<file path="config.mk">
export PLATFORM = sky130hd
export DESIGN_NAME = apu_pwm_mixer_flat
export DESIGN_NICKNAME = d
export VERILOG_FILES = /design/src/rtl/apu_pwm_mixer_if.sv /design/src/rtl/apu_pwm_mixer.sv /design/src/flat_wrapper.sv
export SDC_FILE = /design/constraint.sdc
export NUM_CORES = 1
export LEC_CHECK = 0
export CORE_MARGIN = 3
export CORE_UTILIZATION = 37
export DETAILED_ROUTE_END_ITERATION = 7
export HOLD_SLACK_MARGIN = 0.15
export PLACE_DENSITY = 0.65
export SLEW_MARGIN = 20
export SYNTH_ARGS = -nofsm -noshare
export SYNTH_HDL_FRONTEND = slang
export SYNTH_SLANG_ARGS = --single-unit
</file>
<file path="constraint.sdc">
create_clock -name clk -period 11.7 [get_ports clk]
set_input_delay 2.34 -clock clk [delete_from_list [all_inputs] [get_ports clk]]
set_output_delay 2.34 -clock clk [all_outputs]
set_load 0.02 [all_outputs]
</file>
<file path="src/rtl/apu_pwm_mixer_if.sv">
// Channel-generator side of the APU audio mixer: per-channel samples and mute
// mask in, modulated pin bit plus frame/level status out.
interface apu_pwm_mixer_if #(
    parameter int CHANNELS = 4,
    parameter int SAMPLE_W = 4
);
    localparam int MAX   = CHANNELS * ((1 << SAMPLE_W) - 1);
    localparam int LVL_W = $clog2(MAX + 1);

    logic [CHANNELS*SAMPLE_W-1:0] samples;
    logic [CHANNELS-1:0]          mute;
    logic                         mode;
    logic                         pwm;
    logic                         frame;
    logic [LVL_W-1:0]             level;

    // APU side: drives samples and configuration, observes the modulator
    modport master (
        output samples, mute, mode,
        input  pwm, frame, level
    );

    // Mixer side
    modport slave (
        input  samples, mute, mode,
        output pwm, frame, level
    );
endinterface

</file>
<file path="src/rtl/apu_pwm_mixer.sv">
// N-channel audio mixer with a 1-bit output modulator (PWM or first-order
// sigma-delta). Samples, mutes and mode are latched once per frame of MAX
// modulator ticks; the latched sum drives the modulator for that frame.
module apu_pwm_mixer #(
    parameter int CHANNELS = 4,
    parameter int SAMPLE_W = 4,
    parameter int CLKDIV   = 1
) (
    input  logic           clk,
    input  logic           rst_n,
    apu_pwm_mixer_if.slave bus
);
    localparam int MAX    = CHANNELS * ((1 << SAMPLE_W) - 1);
    localparam int LVL_W  = $clog2(MAX + 1);
    localparam int PRE_W  = (CLKDIV > 1) ? $clog2(CLKDIV) : 1;
    localparam int MAX_M1 = MAX - 1;
    localparam int PRE_M1 = CLKDIV - 1;

    localparam logic [LVL_W:0]   MAX_X    = MAX[LVL_W:0];
    localparam logic [LVL_W-1:0] CNT_LAST = MAX_M1[LVL_W-1:0];
    localparam logic [PRE_W-1:0] PRE_LAST = PRE_M1[PRE_W-1:0];

    logic [PRE_W-1:0] pre_q,   pre_d;
    logic [LVL_W-1:0] cnt_q,   cnt_d;
    logic [LVL_W-1:0] acc_q,   acc_d;
    logic [LVL_W-1:0] level_q, level_d;
    logic             mode_q,  mode_d;
    logic             pwm_q,   pwm_d;
    logic             frame_q, frame_d;

    logic             tick;
    logic             frame_start;
    logic [LVL_W-1:0] sum;
    logic [LVL_W-1:0] lvl_e;
    logic             mode_e;
    logic [LVL_W-1:0] acc_base;
    logic [LVL_W:0]   t;

    // Prescaler: tick in the last cycle of each CLKDIV-cycle period
    always_comb begin
        tick  = (pre_q == PRE_LAST);
        pre_d = tick ? '0 : pre_q + 1'b1;
    end

    // Masked channel sum; LVL_W is wide enough that it can never overflow
    always_comb begin
        sum = '0;
        for (int k = 0; k < CHANNELS; k++) begin
            if (!bus.mute[k]) begin
                sum = sum + LVL_W'(bus.samples[k*SAMPLE_W +: SAMPLE_W]);
            end
        end
    end

    // Frame start uses the live inputs so the latch tick already reflects them
    always_comb begin
        frame_start = tick && (cnt_q == '0);
        lvl_e       = frame_start ? sum      : level_q;
        mode_e      = frame_start ? bus.mode : mode_q;
        acc_base    = (frame_start && (bus.mode != mode_q)) ? '0 : acc_q;
        t           = {1'b0, acc_base} + {1'b0, lvl_e};
    end

    // Next-state for frame latch, frame counter and the modulator
    always_comb begin
        level_d = level_q;
        mode_d  = mode_q;
        cnt_d   = cnt_q;
        acc_d   = acc_base;
        pwm_d   = pwm_q;
        frame_d = frame_start;

        if (frame_start) begin
            level_d = sum;
            mode_d  = bus.mode;
        end

        if (tick) begin
            cnt_d = (cnt_q == CNT_LAST) ? '0 : cnt_q + 1'b1;
            if (!mode_e) begin
                // High interval sits at the start of the frame
                pwm_d = (cnt_q < lvl_e);
            end else if (t >= MAX_X) begin
                pwm_d = 1'b1;
                acc_d = LVL_W'(t - MAX_X);
            end else begin
                pwm_d = 1'b0;
                acc_d = t[LVL_W-1:0];
            end
        end
    end

    // State registers with synchronous active-low reset
    always_ff @(posedge clk) begin
        if (!rst_n) begin
            pre_q   <= '0;
            cnt_q   <= '0;
            acc_q   <= '0;
            level_q <= '0;
            mode_q  <= 1'b0;
            pwm_q   <= 1'b0;
            frame_q <= 1'b0;
        end else begin
            pre_q   <= pre_d;
            cnt_q   <= cnt_d;
            acc_q   <= acc_d;
            level_q <= level_d;
            mode_q  <= mode_d;
            pwm_q   <= pwm_d;
            frame_q <= frame_d;
        end
    end

    assign bus.pwm   = pwm_q;
    assign bus.frame = frame_q;
    assign bus.level = level_q;

endmodule

</file>
<file path="src/flat_wrapper.sv">
// flat-port wrapper written by rule: the top's interface ports become plain ports
module apu_pwm_mixer_flat 
#(
    parameter int CHANNELS = 4,
    parameter int SAMPLE_W = 4,
    parameter int CLKDIV   = 1
)
  (clk, rst_n, bus_samples, bus_mute, bus_mode, bus_pwm, bus_frame, bus_level);
  apu_pwm_mixer_if #(.CHANNELS(CHANNELS), .SAMPLE_W(SAMPLE_W)) bus_i ();
  input  logic clk;
  input  logic rst_n;
  input wire logic [$bits(bus_i.samples)-1:0] bus_samples;
  input wire logic [$bits(bus_i.mute)-1:0] bus_mute;
  input wire logic [$bits(bus_i.mode)-1:0] bus_mode;
  output wire logic [$bits(bus_i.pwm)-1:0] bus_pwm;
  output wire logic [$bits(bus_i.frame)-1:0] bus_frame;
  output wire logic [$bits(bus_i.level)-1:0] bus_level;
  assign bus_i.samples = bus_samples;
  assign bus_i.mute = bus_mute;
  assign bus_i.mode = bus_mode;
  assign bus_pwm = bus_i.pwm;
  assign bus_frame = bus_i.frame;
  assign bus_level = bus_i.level;
  apu_pwm_mixer #(.CHANNELS(CHANNELS), .SAMPLE_W(SAMPLE_W), .CLKDIV(CLKDIV)) u_core (.clk(clk), .rst_n(rst_n), .bus(bus_i));
endmodule
</file>
==> metrics.txt <==
outcome=completed; Iteration-0 DRC Markers=around 70; Multi-input gate area=1700 µm²; Post-Synth Simple-Gate Area=24.6%; drt via density=5.14; mux contribution to synthesized area=4.93%; Clock Pin Slew Worst Setup and Hold Paths=90 ps; WL final=just over 5 mm; Port Buf Inserts=30; peak supply drop=0.0000742 V; global placer's final weighted congestion=0.854; Num CTS Buffers=3; Adder-Cell Fraction of Synth Area=17.7%; GRT Util Overall=14.6%; number of synthesis warnings=0; Die Width=84.2 µm; Area growth syn-to-layout=19.0%; CP peak stage delay=470 ps; placed inst area=between 2000 and 3000 µm²; maximum clock frequency=~120 MHz; critical path arrival=8240 ps; Die Y=84.2 µm; min Tclk post-route=between 8000 and 9000 ps; cts repair resizes=0; clk_lat worst skew=270 ps; largest net degree at the start of global routing=15; post-route insts no fill=373; LEAKAGE=1.18 nW; final hold vios=0; fin nets=353; total negative slack=0 ps; Worst Hold Class=register to register; clock sink total=22; WL per Instance=between 10 and 15 µm; global-route wire length before repair=8.74 mm; largest family of logic cells by synthesized area=simple AND/OR/NAND/NOR gates; commonest non-fill, non-tap cell in the layout=clkdlybuf4s50_1; CTS Buffer Depth=2; RSZ-0062 raised after global routing=no; EDFF count, synth=0; Cells after Synth=274; die area=a little over 7000 µm²; Initial Utilization=39.6%; critical path launch point type=primary input; CTS tree=done; Crit path depth=26; kind of critical path=primary input to register; crit path max fanout=4; I/O Pins=31; crit-path leading delay family=adder cells; most used cell, CP=ha_1; hold path cells=2; Root Buffer=clkbuf_8; Yosys cell types=53; critical path's slowest cell=clkdlybuf4s50_1; DRC violations left=0; number of buffers and inverters on the critical path=3; #FFs+latches synth=22; Setup crit end kind=register; via total after detailed routing=1917; worst clock skew=between 2 and 3 ps; initial antenna violation count=0; Rows=27; period utilisation layout=between 60% and 70%; share of layout cells above drive strength 1=under 10%; post-synthesis compound-gate area fraction=17.7%; DR pass1 iterations=4; Placed Instances=369; gr ovfl total=0; slew margin rel.=roughly 63%; Pwr per Cell Area=105 nW/µm²; hold buffer count at cts=0; XOR/XNOR Fraction of Synth Area=10.0%; final instance area=2690 µm²; Seq/Total Area, Yosys=19.5%; final slew viol count=0; post-detail-place hpwl=4.12 mm; postcts setup bufs=0; core box area=approximately 5700 µm²; asr flop ratio synth=0%; Filler cells=roughly 560; Synth Net Count=325; vias in the first global route=1919; mapped cell area=2260 µm²; final setup violating endpoints=0; worst path required time=11870 ps; H-Tree Depth=1; main flop type after synthesis=dfxtp_1; register area=440 µm²; syn avg cell area=8.25 µm²; Worst Max-Slew Pin Slew=555 ps; Max Cap Viol=0; worst r2r path cells=14; most frequent cells in the layout=30 x clkdlybuf4s50_1, 29 x nor2_1, 24 x inv_1, 24 x ha_1, 22 x dfxtp_1; ANT nets after route=0; Diodes inserted=0
logic make-up (layout without fill, tap and decap cells):
family	count (synthesis)	in the layout
and+or+nand+nor	99	99
muxes	10	10
other	1	1
DFF	22	22
buffers and inverters	31	58
adders and majority gates	30	30
AOI/OAI and AO/OA	60	60
xor gates and xnor gates	21	21
state kept, by name, indices dropped and copies added (netlist names):
| signal | count |
|---|---|
| u_core.mode_q | 1 |
| u_core.bus.frame | 1 |
| u_core.cnt_q | 6 |
| u_core.pre_q | 1 |
| u_core.bus.pwm | 1 |
| u_core.bus.level | 6 |
| u_core.acc_q | 6 |
per-layer routing:
layer	GRT usage (%)	wire, µm	up-vias
met1	19.0	2460	860
met4	2.78	40	0
met5	0	0	-
li1	-	-	1001
met3	2.36	256	5
met2	25.6	2310	51
where the power goes:
group	switching (W)	total [W]	internal (W)
sequential	0.00000439	0.0000847	0.0000803
clock	0.0000287	0.0000746	0.0000458
combinational	0.0000681	0.000124	0.0000562
total	0.000101	0.000284	0.000182
synth_stat cells, types with 4 or more instances:
cell type	number	area (µm²)
inv_1	24	90.1
xnor2_1	6	52.6
a21oi_1	21	105
fa_1	4	80.1
nor2_1	29	109
and2_1	7	43.8
dfxtp_1	22	440
a21o_1	6	45.0
xor2_1	11	96.3
mux2i_1	6	60.1
o21ai_0	13	65.1
buf_2	4	20.0
nor2b_1	9	56.3
ha_1	24	300
nand3_1	6	30.0
nand2_1	20	75.1
path summary, 6_finish.rpt:
path                          startpoint                          end  slack [ps]
max                          bus_mute[0]   u_core.acc_q[2]$_SDFF_PN0_        3630
min          u_core.bus.pwm$_SDFFE_PN0N_  u_core.bus.pwm$_SDFFE_PN0N_         560
max reg2reg      u_core.pre_q$_SDFF_PN0_   u_core.acc_q[2]$_SDFF_PN0_        7810
min reg2reg  u_core.bus.pwm$_SDFFE_PN0N_  u_core.bus.pwm$_SDFFE_PN0N_         560
cell type report:
class | count | area share, %
Multi-Input combinational cell | 221 | 63.1
Clock inverter | 1 | 1.12
Clock buffer | 3 | 1.53
Sequential cell | 22 | 16.4
Tap cell | 72 | 3.35
Timing Repair Buffer | 30 | 11.2
Inverter | 24 | 3.35
worst register-to-register path: cells and delay by family (launching register included):
kind,cells,cell delay (ps)
adders and majority gates,1,320
DFF,1,410
and+or+nand+nor,7,1360
AOI/OAI and AO/OA,5,1390
muxes,1,310
metrics by stage:
step,total power (W),util [%],setup WS [ps],hold slack [ps]
4_1_cts,0.000285,47.1,3640,565
6_report,0.000284,47.1,3630,563
3_3_place_gp,0.000209,45.9,3450,541
3_5_place_dp,0.000211,45.9,3370,553
5_1_grt,0.000303,47.1,3160,592
2_1_floorplan,0.000178,-,4440,488
(Power assumes the default switching activity.)
